<file path="src/rtl/rv32_pkg.sv">
// Shared RV32 decode definitions: opcodes, ALU codes and decode-word (DCR) bit positions.
package rv32_pkg;

   localparam int unsigned XLEN = 32;

   localparam logic [6:0] OP_R      = 7'b0110011;
   localparam logic [6:0] OP_IMM    = 7'b0010011;
   localparam logic [6:0] OP_LOAD   = 7'b0000011;
   localparam logic [6:0] OP_JALR   = 7'b1100111;
   localparam logic [6:0] OP_STORE  = 7'b0100011;
   localparam logic [6:0] OP_AUIPC  = 7'b0010111;
   localparam logic [6:0] OP_LUI    = 7'b0110111;
   localparam logic [6:0] OP_BRANCH = 7'b1100011;
   localparam logic [6:0] OP_JAL    = 7'b1101111;

   localparam logic [2:0] ALU_ADD  = 3'd0;
   localparam logic [2:0] ALU_SUB  = 3'd1;
   localparam logic [2:0] ALU_SLT  = 3'd2;
   localparam logic [2:0] ALU_SLTU = 3'd3;
   localparam logic [2:0] ALU_XOR  = 3'd4;
   localparam logic [2:0] ALU_OR   = 3'd5;
   localparam logic [2:0] ALU_AND  = 3'd6;

   // DCR = {auipc, funct3, R, I_CS, I_L, I_J, S, U, B, J, MUL, I, SFT, ALUop[2:0], SFTop[1:0]}
   localparam int unsigned DCR_W         = 20;
   localparam int unsigned DCR_SFTOP_LSB = 0;
   localparam int unsigned DCR_ALUOP_LSB = 2;
   localparam int unsigned DCR_SFT       = 5;
   localparam int unsigned DCR_I         = 6;
   localparam int unsigned DCR_MUL       = 7;
   localparam int unsigned DCR_J         = 8;
   localparam int unsigned DCR_B         = 9;
   localparam int unsigned DCR_U         = 10;
   localparam int unsigned DCR_S         = 11;
   localparam int unsigned DCR_I_J       = 12;
   localparam int unsigned DCR_I_L       = 13;
   localparam int unsigned DCR_I_CS      = 14;
   localparam int unsigned DCR_R         = 15;
   localparam int unsigned DCR_F3_LSB    = 16;
   localparam int unsigned DCR_AUIPC     = 19;

   // ALU operation for OP/OP-IMM funct3; sub only honoured for funct3=000
   function automatic logic [2:0] alu_op(input logic [2:0] f3, input logic sub);
      logic [2:0] op;
      case (f3)
         3'b000:  op = sub ? ALU_SUB : ALU_ADD;
         3'b010:  op = ALU_SLT;
         3'b011:  op = ALU_SLTU;
         3'b100:  op = ALU_XOR;
         3'b110:  op = ALU_OR;
         3'b111:  op = ALU_AND;
         default: op = ALU_ADD;
      endcase
      return op;
   endfunction

endpackage

</file>
<file path="src/rtl/rv32_decode_fwd_if.sv">
// Fetch-side, regfile, forwarding and EX-side signals of the decode stage.
interface rv32_decode_fwd_if
   import rv32_pkg::*;
#(
   parameter int unsigned NUM_FWD  = 3,
   parameter int unsigned STALL_CW = 16
);
   logic                    in_valid;
   logic                    in_ready;
   logic [XLEN-1:0]         in_inst;
   logic [XLEN-1:0]         in_pc;
   logic                    flush;
   logic [4:0]              rf_raddr1;
   logic [4:0]              rf_raddr2;
   logic [XLEN-1:0]         rf_rdata1;
   logic [XLEN-1:0]         rf_rdata2;
   logic [5*NUM_FWD-1:0]    fwd_rd;
   logic [NUM_FWD-1:0]      fwd_pending;
   logic [XLEN*NUM_FWD-1:0] fwd_data;
   logic                    out_valid;
   logic                    out_ready;
   logic [XLEN-1:0]         out_pc;
   logic [XLEN-1:0]         out_rs1v;
   logic [XLEN-1:0]         out_rs2v;
   logic [4:0]              out_rd;
   logic [DCR_W-1:0]        out_dcr;
   logic [XLEN-1:0]         out_imm;
   logic [XLEN-1:0]         out_tgt;
   logic [STALL_CW-1:0]     stall_cnt;

   modport master (
      output in_valid, in_inst, in_pc, flush, rf_rdata1, rf_rdata2,
             fwd_rd, fwd_pending, fwd_data, out_ready,
      input  in_ready, rf_raddr1, rf_raddr2, out_valid, out_pc, out_rs1v, out_rs2v,
             out_rd, out_dcr, out_imm, out_tgt, stall_cnt
   );

   modport slave (
      input  in_valid, in_inst, in_pc, flush, rf_rdata1, rf_rdata2,
             fwd_rd, fwd_pending, fwd_data, out_ready,
      output in_ready, rf_raddr1, rf_raddr2, out_valid, out_pc, out_rs1v, out_rs2v,
             out_rd, out_dcr, out_imm, out_tgt, stall_cnt
   );
endinterface

</file>
<file path="src/rtl/rv32_fwd_mux.sv">
// Operand forwarding mux: lowest-index matching source wins, x0 never matches.
module rv32_fwd_mux
   import rv32_pkg::*;
#(
   parameter int unsigned NUM_FWD = 3
) (
   input  logic [4:0]              addr,
   input  logic [XLEN-1:0]         rf_data,
   input  logic [5*NUM_FWD-1:0]    fwd_rd,
   input  logic [NUM_FWD-1:0]      fwd_pending,
   input  logic [XLEN*NUM_FWD-1:0] fwd_data,
   output logic [XLEN-1:0]         value,
   output logic                    hit,
   output logic                    pending_hit
);

   // Scan oldest to youngest so the youngest match overwrites
   always_comb begin
      value       = rf_data;
      hit         = 1'b0;
      pending_hit = 1'b0;
      for (int i = NUM_FWD - 1; i >= 0; i--) begin
         if (addr != 5'd0 && fwd_rd[i*5 +: 5] == addr) begin
            value       = fwd_data[i*XLEN +: XLEN];
            hit         = 1'b1;
            pending_hit = fwd_pending[i];
         end
      end
   end

endmodule

</file>
<file path="src/rtl/rv32_decode_fwd.sv">
// RV32IM decode stage: type/immediate decode, operand forwarding, load-use interlock,
// registered payload towards EX with valid/ready on both sides.
module rv32_decode_fwd
   import rv32_pkg::*;
#(
   parameter int unsigned NUM_FWD   = 3,
   parameter bit          BYPASS_EN = 1'b1,
   parameter int unsigned STALL_CW  = 16
) (
   input logic               clk,
   input logic               rst,
   rv32_decode_fwd_if.slave  bus
);

   logic [6:0]       opcode;
   logic [2:0]       f3;
   logic [6:0]       f7;
   logic [4:0]       rs1_addr, rs2_addr;
   logic [DCR_W-1:0] dcr_d;
   logic [XLEN-1:0]  imm_d, tgt_base, tgt_sum;
   logic [4:0]       rd_d;
   logic [XLEN-1:0]  rs1_val, rs2_val;
   logic             rs1_hit, rs2_hit, rs1_pend, rs2_pend;
   logic             use_rs1, use_rs2, hazard, in_ready, accept;

   logic             out_valid_q;
   logic [XLEN-1:0]  out_pc_q, out_rs1v_q, out_rs2v_q, out_imm_q, out_tgt_q;
   logic [4:0]       out_rd_q;
   logic [DCR_W-1:0] out_dcr_q;
   logic [STALL_CW-1:0] stall_q;

   assign opcode   = bus.in_inst[6:0];
   assign f3       = bus.in_inst[14:12];
   assign f7       = bus.in_inst[31:25];
   assign rs1_addr = bus.in_inst[19:15];
   assign rs2_addr = bus.in_inst[24:20];
   assign bus.rf_raddr1 = rs1_addr;
   assign bus.rf_raddr2 = rs2_addr;

   // Instruction type, decode word, immediate and destination register
   always_comb begin
      dcr_d = '0;
      imm_d = '0;
      rd_d  = bus.in_inst[11:7];
      case (opcode)
         OP_R: begin
            dcr_d[DCR_R]   = 1'b1;
            dcr_d[DCR_MUL] = (f7 == 7'b0000001);
            dcr_d[DCR_F3_LSB +: 3] = f3;
            if (f7 != 7'b0000001) begin
               dcr_d[DCR_ALUOP_LSB +: 3] = alu_op(f3, f7[5]);
               if (f3[1:0] == 2'b01) begin
                  dcr_d[DCR_SFT] = 1'b1;
                  dcr_d[DCR_SFTOP_LSB +: 2] = {f3[2] & f7[5], f3[2]};
               end
            end
         end
         OP_IMM: begin
            dcr_d[DCR_I_CS] = 1'b1;
            dcr_d[DCR_F3_LSB +: 3] = f3;
            dcr_d[DCR_ALUOP_LSB +: 3] = alu_op(f3, 1'b0);
            if (f3[1:0] == 2'b01) begin
               dcr_d[DCR_SFT] = 1'b1;
               dcr_d[DCR_SFTOP_LSB +: 2] = {f3[2] & f7[5], f3[2]};
            end
            imm_d = {{20{bus.in_inst[31]}}, bus.in_inst[31:20]};
         end
         OP_LOAD: begin
            dcr_d[DCR_I_L] = 1'b1;
            dcr_d[DCR_F3_LSB +: 3] = f3;
            imm_d = {{20{bus.in_inst[31]}}, bus.in_inst[31:20]};
         end
         OP_JALR: begin
            dcr_d[DCR_I_J] = 1'b1;
            dcr_d[DCR_F3_LSB +: 3] = f3;
            imm_d = {{20{bus.in_inst[31]}}, bus.in_inst[31:20]};
         end
         OP_STORE: begin
            dcr_d[DCR_S] = 1'b1;
            dcr_d[DCR_F3_LSB +: 3] = f3;
            imm_d = {{20{bus.in_inst[31]}}, bus.in_inst[31:25], bus.in_inst[11:7]};
            rd_d  = 5'd0;
         end
         OP_AUIPC: begin
            dcr_d[DCR_U]     = 1'b1;
            dcr_d[DCR_AUIPC] = 1'b1;
            imm_d = {bus.in_inst[31:12], 12'b0};
         end
         OP_LUI: begin
            dcr_d[DCR_U] = 1'b1;
            imm_d = {bus.in_inst[31:12], 12'b0};
         end
         OP_BRANCH: begin
            dcr_d[DCR_B] = 1'b1;
            dcr_d[DCR_F3_LSB +: 3] = f3;
            dcr_d[DCR_ALUOP_LSB +: 3] = ALU_SUB;
            imm_d = {{20{bus.in_inst[31]}}, bus.in_inst[7], bus.in_inst[30:25],
                     bus.in_inst[11:8], 1'b0};
            rd_d  = 5'd0;
         end
         OP_JAL: begin
            dcr_d[DCR_J] = 1'b1;
            imm_d = {{12{bus.in_inst[31]}}, bus.in_inst[19:12], bus.in_inst[20],
                     bus.in_inst[30:21], 1'b0};
         end
         default: rd_d = 5'd0;  // illegal opcode flows through as a NOP
      endcase
      dcr_d[DCR_I] = dcr_d[DCR_I_CS] | dcr_d[DCR_I_L] | dcr_d[DCR_I_J];
   end

   rv32_fwd_mux #(.NUM_FWD(NUM_FWD)) u_fwd_rs1 (
      .addr        (rs1_addr),
      .rf_data     (bus.rf_rdata1),
      .fwd_rd      (bus.fwd_rd),
      .fwd_pending (bus.fwd_pending),
      .fwd_data    (bus.fwd_data),
      .value       (rs1_val),
      .hit         (rs1_hit),
      .pending_hit (rs1_pend)
   );

   rv32_fwd_mux #(.NUM_FWD(NUM_FWD)) u_fwd_rs2 (
      .addr        (rs2_addr),
      .rf_data     (bus.rf_rdata2),
      .fwd_rd      (bus.fwd_rd),
      .fwd_pending (bus.fwd_pending),
      .fwd_data    (bus.fwd_data),
      .value       (rs2_val),
      .hit         (rs2_hit),
      .pending_hit (rs2_pend)
   );

   assign use_rs1 = dcr_d[DCR_R] | dcr_d[DCR_I] | dcr_d[DCR_S] | dcr_d[DCR_B];
   assign use_rs2 = dcr_d[DCR_R] | dcr_d[DCR_S] | dcr_d[DCR_B];
   assign hazard  = (use_rs1 & (BYPASS_EN ? rs1_pend : rs1_hit)) |
                    (use_rs2 & (BYPASS_EN ? rs2_pend : rs2_hit));

   assign in_ready     = ~hazard & (~out_valid_q | bus.out_ready);
   assign accept       = bus.in_valid & in_ready & ~bus.flush;
   assign bus.in_ready = in_ready;

   assign tgt_base = dcr_d[DCR_I_J] ? rs1_val : bus.in_pc;
   assign tgt_sum  = tgt_base + imm_d;

   // Valid flag and reset-cleared payload fields; flush beats accept
   always_ff @(posedge clk) begin
      if (rst) begin
         out_valid_q <= 1'b0;
         out_rd_q    <= 5'd0;
         out_dcr_q   <= '0;
      end else if (bus.flush) begin
         out_valid_q <= 1'b0;
      end else if (accept) begin
         out_valid_q <= 1'b1;
         out_rd_q    <= rd_d;
         out_dcr_q   <= dcr_d;
      end else if (bus.out_ready) begin
         out_valid_q <= 1'b0;
      end
   end

   // Data payload fields, loaded only on accept
   always_ff @(posedge clk) begin
      if (!rst && accept) begin
         out_pc_q   <= bus.in_pc;
         out_rs1v_q <= rs1_val;
         out_rs2v_q <= rs2_val;
         out_imm_q  <= imm_d;
         out_tgt_q  <= tgt_sum & ~32'h3;
      end
   end

   // Saturating count of cycles an offered instruction is held back by a hazard
   always_ff @(posedge clk) begin
      if (rst) begin
         stall_q <= '0;
      end else if (bus.in_valid && hazard && !bus.flush && stall_q != '1) begin
         stall_q <= stall_q + 1'b1;
      end
   end

   assign bus.out_valid = out_valid_q;
   assign bus.out_pc    = out_pc_q;
   assign bus.out_rs1v  = out_rs1v_q;
   assign bus.out_rs2v  = out_rs2v_q;
   assign bus.out_rd    = out_rd_q;
   assign bus.out_dcr   = out_dcr_q;
   assign bus.out_imm   = out_imm_q;
   assign bus.out_tgt   = out_tgt_q;
   assign bus.stall_cnt = stall_q;

endmodule

</file>
<file path="src/flat_wrapper.sv">
// flat-port wrapper written by rule: the top's interface ports become plain ports
module rv32_decode_fwd_flat import rv32_pkg::*;
#(
   parameter int unsigned NUM_FWD   = 3,
   parameter bit          BYPASS_EN = 1'b1,
   parameter int unsigned STALL_CW  = 16
)
  (clk, rst, bus_in_valid, bus_in_inst, bus_in_pc, bus_flush, bus_rf_rdata1, bus_rf_rdata2, bus_fwd_rd, bus_fwd_pending, bus_fwd_data, bus_out_ready, bus_in_ready, bus_rf_raddr1, bus_rf_raddr2, bus_out_valid, bus_out_pc, bus_out_rs1v, bus_out_rs2v, bus_out_rd, bus_out_dcr, bus_out_imm, bus_out_tgt, bus_stall_cnt);
  rv32_decode_fwd_if #(.NUM_FWD(NUM_FWD), .STALL_CW(STALL_CW)) bus_i ();
  input logic clk;
  input logic rst;
  input wire logic [$bits(bus_i.in_valid)-1:0] bus_in_valid;
  input wire logic [$bits(bus_i.in_inst)-1:0] bus_in_inst;
  input wire logic [$bits(bus_i.in_pc)-1:0] bus_in_pc;
  input wire logic [$bits(bus_i.flush)-1:0] bus_flush;
  input wire logic [$bits(bus_i.rf_rdata1)-1:0] bus_rf_rdata1;
  input wire logic [$bits(bus_i.rf_rdata2)-1:0] bus_rf_rdata2;
  input wire logic [$bits(bus_i.fwd_rd)-1:0] bus_fwd_rd;
  input wire logic [$bits(bus_i.fwd_pending)-1:0] bus_fwd_pending;
  input wire logic [$bits(bus_i.fwd_data)-1:0] bus_fwd_data;
  input wire logic [$bits(bus_i.out_ready)-1:0] bus_out_ready;
  output wire logic [$bits(bus_i.in_ready)-1:0] bus_in_ready;
  output wire logic [$bits(bus_i.rf_raddr1)-1:0] bus_rf_raddr1;
  output wire logic [$bits(bus_i.rf_raddr2)-1:0] bus_rf_raddr2;
  output wire logic [$bits(bus_i.out_valid)-1:0] bus_out_valid;
  output wire logic [$bits(bus_i.out_pc)-1:0] bus_out_pc;
  output wire logic [$bits(bus_i.out_rs1v)-1:0] bus_out_rs1v;
  output wire logic [$bits(bus_i.out_rs2v)-1:0] bus_out_rs2v;
  output wire logic [$bits(bus_i.out_rd)-1:0] bus_out_rd;
  output wire logic [$bits(bus_i.out_dcr)-1:0] bus_out_dcr;
  output wire logic [$bits(bus_i.out_imm)-1:0] bus_out_imm;
  output wire logic [$bits(bus_i.out_tgt)-1:0] bus_out_tgt;
  output wire logic [$bits(bus_i.stall_cnt)-1:0] bus_stall_cnt;
  assign bus_i.in_valid = bus_in_valid;
  assign bus_i.in_inst = bus_in_inst;
  assign bus_i.in_pc = bus_in_pc;
  assign bus_i.flush = bus_flush;
  assign bus_i.rf_rdata1 = bus_rf_rdata1;
  assign bus_i.rf_rdata2 = bus_rf_rdata2;
  assign bus_i.fwd_rd = bus_fwd_rd;
  assign bus_i.fwd_pending = bus_fwd_pending;
  assign bus_i.fwd_data = bus_fwd_data;
  assign bus_i.out_ready = bus_out_ready;
  assign bus_in_ready = bus_i.in_ready;
  assign bus_rf_raddr1 = bus_i.rf_raddr1;
  assign bus_rf_raddr2 = bus_i.rf_raddr2;
  assign bus_out_valid = bus_i.out_valid;
  assign bus_out_pc = bus_i.out_pc;
  assign bus_out_rs1v = bus_i.out_rs1v;
  assign bus_out_rs2v = bus_i.out_rs2v;
  assign bus_out_rd = bus_i.out_rd;
  assign bus_out_dcr = bus_i.out_dcr;
  assign bus_out_imm = bus_i.out_imm;
  assign bus_out_tgt = bus_i.out_tgt;
  assign bus_stall_cnt = bus_i.stall_cnt;
  rv32_decode_fwd #(.NUM_FWD(NUM_FWD), .BYPASS_EN(BYPASS_EN), .STALL_CW(STALL_CW)) u_core (.clk(clk), .rst(rst), .bus(bus_i));
endmodule
</file>
<file path="config.mk">
export PLATFORM = sky130hd
export DESIGN_NAME = rv32_decode_fwd_flat
export DESIGN_NICKNAME = d
export VERILOG_FILES = /design/src/rtl/rv32_pkg.sv /design/src/rtl/rv32_decode_fwd_if.sv /design/src/rtl/rv32_fwd_mux.sv /design/src/rtl/rv32_decode_fwd.sv /design/src/flat_wrapper.sv
export SDC_FILE = /design/constraint.sdc
export NUM_CORES = 1
export LEC_CHECK = 0
export CAP_MARGIN = 20
export CORE_AREA = 4 4 176 178
export CTS_BUF_LIST = sky130_fd_sc_hd__clkbuf_8
export DETAILED_ROUTE_END_ITERATION = 7
export DIE_AREA = 0 0 180 182
export PLACE_DENSITY = 0.83
export REMOVE_ABC_BUFFERS = 1
export SYNTH_ARGS = -nofsm -noshare
export SYNTH_HDL_FRONTEND = slang
export SYNTH_HIERARCHICAL = 1
export SYNTH_SLANG_ARGS = --single-unit
</file>
<file path="constraint.sdc">
create_clock -name clk -period 12.7 [get_ports clk]
set_input_delay 2.54 -clock clk [delete_from_list [all_inputs] [get_ports clk]]
set_output_delay 2.54 -clock clk [all_outputs]
set_load 0.01 [all_outputs]
</file>
==> results.txt <==
The vias after detailed routing came out at 11000. The clock-pin slew reported for the worst setup and hold paths after clock tree synthesis came out at 0.10 ns. The met2 layer usage reported by global route is 45.3%. In this run the most used layer during global routing was met2. The Yosys warning count came out at 6. The cell count after synthesis came out at 1069. The peak per-stage delay on the critical path is 0.72 ns.

The initial antenna violation count is 10. In this run the deepest clock path goes through 2 buffers. The global routing usage summed across all routing layers came out at 26.9%. The final hold violation count came out at 0. In this run the vertical extent of the chip is 182 um. In this run the critical register-to-register path is launched from u_core/bus.out_valid$_SDFFE_PP0P_.

The overall routed net length came out at 46.5 mm. The number of global-route vias before repair came out at 10400. Of the cells placed in the final design, the portion with a size suffix greater than 1 is 6.34%. The maximum resistive drop on vdd is 0.0696 mV.

The setup violation total in the final timing report is 0. The clock latency on the worst-skew pair is 0.49 ns. The number of input and output port buffers inserted came out at 457. Clock tree synthesis inserted a total of 17 buffers. The net count of the finished layout came out at 1763. The max-cap violation count came out at 0. Entering global routing, the biggest net connects 159 pins. The share of the clock period used by the worst path after layout is 69.2%. The data required time of the worst path is 10.16 ns. Once layout is complete, the cells apart from fillers number 1894.

The worst hold path belongs to the class reg -> reg. The number of fill cells in the layout is 2478. Once the clock tree was built, the resizer swapped 0 gates to a different size.

After detailed routing, the average wire length per cell comes to 24.6 um. Setup slack closes at 3.92 ns. The detail route stage leaves a number of antenna-violating nets equal to 0. After legalization and detailed placement, the total HPWL measured 35.8 mm. Before CTS, the worst setup slack after placement is 3.97 ns.

The data arrival at the endpoint of the critical path came out at 6.24 ns. The cell count of the worst reg-to-reg path came out at 5. The average instance in the mapped netlist occupies 10.5 sq um.

The global-route congestion overflow total is 0. The run finished with clean final reports. The count of standard-cell rows is 63. The maximum clock skew at final layout came out at 0.0171 ns. The first TritonRoute pass finished after 6 iterations.

CTS placed an instance of sky130_fd_sc_hd__clkbuf_8 at the clock tree root. The worst setup path is launched from an input port. The peak fanout along the critical path is 34. By startpoint and endpoint, the worst setup path is classified as in -> out.

TritonCTS built the clock tree. The analysis attributes to cell leakage a power of 6.09 nW. The largest individual stage delay along the critical path comes from the cell sky130_fd_sc_hd__nand3_2. The time the final worst path needs with I/O delays and setup came out at 8.78 ns.

The netlist area before placement is 0.0113 sq mm. The worst-case headroom to the max-slew limit came out at 28.3%. The placement-stage cell area came out at 0.0160 sq mm. The final-report max-slew violation count was 0. The total core area came out at 0.0294 sq mm. In the global route stage, met1 resource usage came out at 33.8%. The endpoint of the worst-slack reg-to-reg timing path is u_core/bus.out_imm[7]$_DFFE_PP_.

The post-cts hold buffer count came out at 0. The clock drives 200 sinks. Setup repair after global routing left no endpoint under its margin. Once the floorplan was initialized, standard cells occupied 38.3% of the core. The congestion estimate from routability-driven global placement came to 0.929. The critical path goes through clkdlybuf4s50_1 -> xor2_1 -> nor3_2 -> nand3_2 -> o22a_1 -> a22oi_1 -> nand2_1 -> inv_1 -> clkdlybuf4s50_1. In this design, the critical path's most frequently occurring cell is sky130_fd_sc_hd__clkdlybuf4s50_1. The power per unit of standard cell area came out at 87.2 mW/mm^2. Static timing analysis puts the maximum clock frequency at 114 MHz. The tightest hold margin is 0.463 ns. The worst setup path is captured at an output pin. For this run, design rule violations remaining after detail routing come to 0.

Following the worst setup path forward leads to its endpoint at bus_in_ready. Global routing used 7.15% of the available met3 tracks. The area enclosed by the die boundary came out at 0.0328 sq mm. The number of buffers inserted by post-CTS setup repair is 0. In this run the worst setup path begins at bus_in_inst[20]. The wire length of the first global-routing pass came out at 67.1 mm. The worst register-to-register path has a setup slack of 10.25 ns. The signed area change from the synthesized netlist to the final layout is 45.2%. The H-tree level count is 4. The aggregate negative setup slack came out at 0 ns. The transition time at the pin with the least slew margin is 1.07 ns.

From left edge to right edge, the die measures 180 um. Including well taps, the total number of placed cells is 1856. The final core utilization came out at 55.6%.

The final cell area excluding filler cells is 0.0164 sq mm. The area taken by flip-flops and latches came out at 0.00559 sq mm. The top-level port count came out at 460. The final total power is 1.43 mW. The number of design-rule violations left by the first detailed-router iteration came out at 1305. The via density per instance is 5.79. The area taken by multi-input logic gates came out at 0.00516 sq mm.
==> flip-flops by register name (all words and copies together) (netlist names) <==
register and cells:
u_core/bus.out_pc 32, u_core/bus.out_rs2v 32, u_core/bus.out_rd 5, u_core/bus.out_rs1v 32, u_core/bus.stall_cnt 16, u_core/bus.out_valid 1
u_core/bus.out_dcr 20, u_core/bus.out_imm 32, u_core/bus.out_tgt 30
==> worst min path at each step <==
stage	start	to	slack, ns	depth (start not counted)
3_3_place_gp	u_core/bus.out_dcr[16]$_SDFFE_PP0P_	u_core/bus.out_dcr[16]$_SDFFE_PP0P_	0.44	2
3_5_place_dp	u_core/bus.out_dcr[12]$_SDFFE_PP0P_	u_core/bus.out_dcr[12]$_SDFFE_PP0P_	0.45	2
4_1_cts	u_core/bus.out_dcr[12]$_SDFFE_PP0P_	u_core/bus.out_dcr[12]$_SDFFE_PP0P_	0.47	2
6_report	u_core/bus.out_dcr[12]$_SDFFE_PP0P_	u_core/bus.out_dcr[12]$_SDFFE_PP0P_	0.46	2
5_1_grt	u_core/bus.out_dcr[12]$_SDFFE_PP0P_	u_core/bus.out_dcr[12]$_SDFFE_PP0P_	0.48	2
2_1_floorplan	u_core/bus.out_dcr[16]$_SDFFE_PP0P_	u_core/bus.out_dcr[16]$_SDFFE_PP0P_	0.47	2
==> cell type report <==
class | instances | area share, %
sequential | 200 | 34.2
multi-input combinational | 780 | 31.6
timing repair buffer | 469 | 28.6
tap | 390 | 2.98
clock buffer | 17 | 1.43
clock inverter | 15 | 0.765
inverter | 17 | 0.390
antenna | 6 | 0.0918
==> where the power goes <==
group          switching (mW)  internal (mW)  leakage, nW  total, mW
clock network           0.249          0.155        0.179      0.404
registers             0.00442          0.729         1.85      0.733
logic                   0.144          0.144         4.07      0.288
==> placed cells by master, fill, tap and decap left out, drive strengths merged, types with 4 or more instances in the layout <==
cell and count:
nand2 180, and2 6, nand2b 8, nor3 24, inv 23, a211oi 6, clkinvlp 4, nor2 51
nand3 29, xnor2 14, edfxtp 158, diode 6, dfxtp 42, nand4 5, and3 13, mux2i 6
a31oi 67, a21oi 51, clkdlybuf4s50 457, clkbuf 17, a21o 37, ha 31, o21a 7, mux2 30
o21ai 23, buf 12, or3 8, nor2b 12, a22o 9, xor2 52, o32ai 64, clkinv 4
==> layer usage <==
layer  routed length (um)  vias up
met3                 4790      117
met1                18000     5209
met2                22400      753
met4                 1310        8
met5                   36        -
li1                     -     4881
==> worst max-delay path: cells and delay by family <==
family | cells | cell delay (ns)
buffers and inverters | 3 | 1.30
and+or+nand+nor | 3 | 1.12
AOI/OAI and AO/OA | 2 | 0.98
xor gates and xnor gates | 1 | 0.29
Power figures use the tool's default switching activity.
==> edit, RTL diff (same flow settings) <==
The package constant `DCR_F3_LSB` goes from 16 to 15.
--- a/src/rtl/rv32_pkg.sv
+++ b/src/rtl/rv32_pkg.sv
@@ -37,5 +37,5 @@
    localparam int unsigned DCR_I_CS      = 14;
    localparam int unsigned DCR_R         = 15;
-   localparam int unsigned DCR_F3_LSB    = 16;
+   localparam int unsigned DCR_F3_LSB    = 15;
    localparam int unsigned DCR_AUIPC     = 19;
 
Behaviour: not the same (Yosys sat finds a counterexample within 4 cycles, from zero or initial values and one cycle with rst high).
==> edit against the unedited design <==
Synthesized area is 1.7% higher. Wire length is 6.5% higher. Largest cell class unchanged. Register-to-register slack worse by 0.53 ns. Power is 3.0% higher. Final area is 0.95% higher. Setup slack better by 0.026 ns. Synthesized cell count is 9.4% higher. The run now ends with DRC left. Largest power group unchanged. Sequential cell count is 1 lower.
==> edit: results (changes against the unedited design) <==
Vias per inst: 5.85 (+1.1%)
Internal power: 1.05 mW (+2.3%)
VDD IR-drop max: 0.0655 mV (-5.9%)
Max Root-Sink Buffers: 2 (unchanged)
GRT Total Usage: 28.6% (+1.8 points)
Gpl congestion: 0.957 (+3.0%)
R2r setup slk: 9.72 ns (-0.53 ns)
1st-pass router iterations: 8 (+2)
H-tree levels: 4 (unchanged)
Uppermost layer routed: met5
R2R Path End: u_core/bus.out_rs1v[1]
Wire length of the first global-routing pass: 71700 um (+6.9%)
Worst min-delay path category: reg -> reg
DRC viols: 17 (+17)
Delay-heaviest family, CP: simple AND/OR/NAND/NOR gates
Setup Fix Bufs, Post-CTS: 0 (unchanged)
Synthesis Warnings: 6 (unchanged)
Worst EP arrival: 6.22 ns (-0.02 ns)
Antenna violations before repair: 13 (+3)
1st-iter DRT viols: 1286 (-1.5%)
Root buf cell: clkbuf_8
HP Start: u_core/bus.out_dcr[4]
DR WL/cell: 25.0 um (+1.8%)
Buffers on Ports: 456 (-0.22%)
Layout Skew: 0.0284 ns (+0.0113 ns)
Layout cell share with drive strength beyond 1: 4.74% (-1.6 points)
Violated checks: DRC
CTS clk-pin slew, worst paths: 0.13 ns (+0.03 ns)
WL met2: 23700 um (+5.8%)
Hold path endpoint: u_core/bus.out_dcr[4]
Vias in the first global route: 11107 (+6.4%)
CP peak stage delay: 0.79 ns (+0.07 ns)
Final HPWL DP: 37800 um (+5.6%)
Clk_lat worst skew: 0.50 ns
Leakage: 6.25 nW (+2.5%)
Filler Cells Inserted: 2538 (+2.4%)
Outcome: finished, violations left
Routed wl met3: 5400 um (+13%)
M1 wire length: 18600 um (+3.5%)
Nets@finish: 1848 (+4.8%)
Relative slew slack: 30.1% (+1.8 points)
Slowest library cell on the worst path: nand3_2
R2R depth: 4 (-1)
Largest net degree at the start of global routing: 134 (-16%)
[edit: layer usage]
layer,up-vias,GRT usage (%)
li1,5111,-
met1,5507,35.5
met2,827,47.6
met3,130,8.57
met4,12,10.4
met5,-,0
[edit: metrics by stage]
stage / util (%) / cells / setup slack [ns] / instance area (um^2) / hold slack (ns)
3_3_place_gp: 54.6 / 1941 / 4.07 / 16100 / 0.438
3_5_place_dp: 54.6 / 1941 / 4.03 / 16100 / 0.446
2_1_floorplan: - / 1084 / 0.701 / 10900 / 0.470
6_report: 56.1 / 1980 / 3.94 / 16500 / 0.466
4_1_cts: 56.1 / 1973 / 4.04 / 16500 / 0.469
5_1_grt: 56.1 / 1980 / 3.90 / 16500 / 0.491
[edit: how the worst max path moves through the flow]
stage,start,endpoint,slack (ns)
floorplan,bus_in_inst[24],u_core/bus.out_imm[0],0.70
global placement,bus_in_inst[20],bus_in_ready,4.07
detailed placement,bus_in_inst[20],bus_in_ready,4.03
CTS,bus_in_inst[20],bus_in_ready,4.04
global route,bus_in_inst[20],bus_in_ready,3.90
finish,bus_in_inst[20],bus_in_ready,3.94
[edit: layout make-up]
class | count | share of cell area (%)
multi-input cells | 875 | 32.2
flip-flops and latches | 199 | 33.7
repair buffers | 467 | 28.2
clock inverters | 15 | 1.13
clock buffers | 17 | 1.42
diodes | 7 | 0.106
well taps | 390 | 2.96
inverters | 10 | 0.227
[edit: power by group through the flow]
| stage | clock [mW] | sequential, mW | combinational (mW) |
|---|---|---|---|
| floorplan | 0 | 0.757 | 0.101 |
| global placement | 0 | 0.744 | 0.282 |
| detailed placement | 0 | 0.745 | 0.285 |
| CTS | 0.454 | 0.730 | 0.287 |
| global route | 0.484 | 0.732 | 0.307 |
| finish | 0.447 | 0.730 | 0.291 |
[edit: worst reg2reg max path, delay by kind of cell, from the launching register on]
family | cells | cell delay [ns]
AOI/OAI and AO/OA | 1 | 0.60
buffers and inverters | 1 | 0.60
DFF | 1 | 0.33
and+or+nand+nor | 2 | 0.94
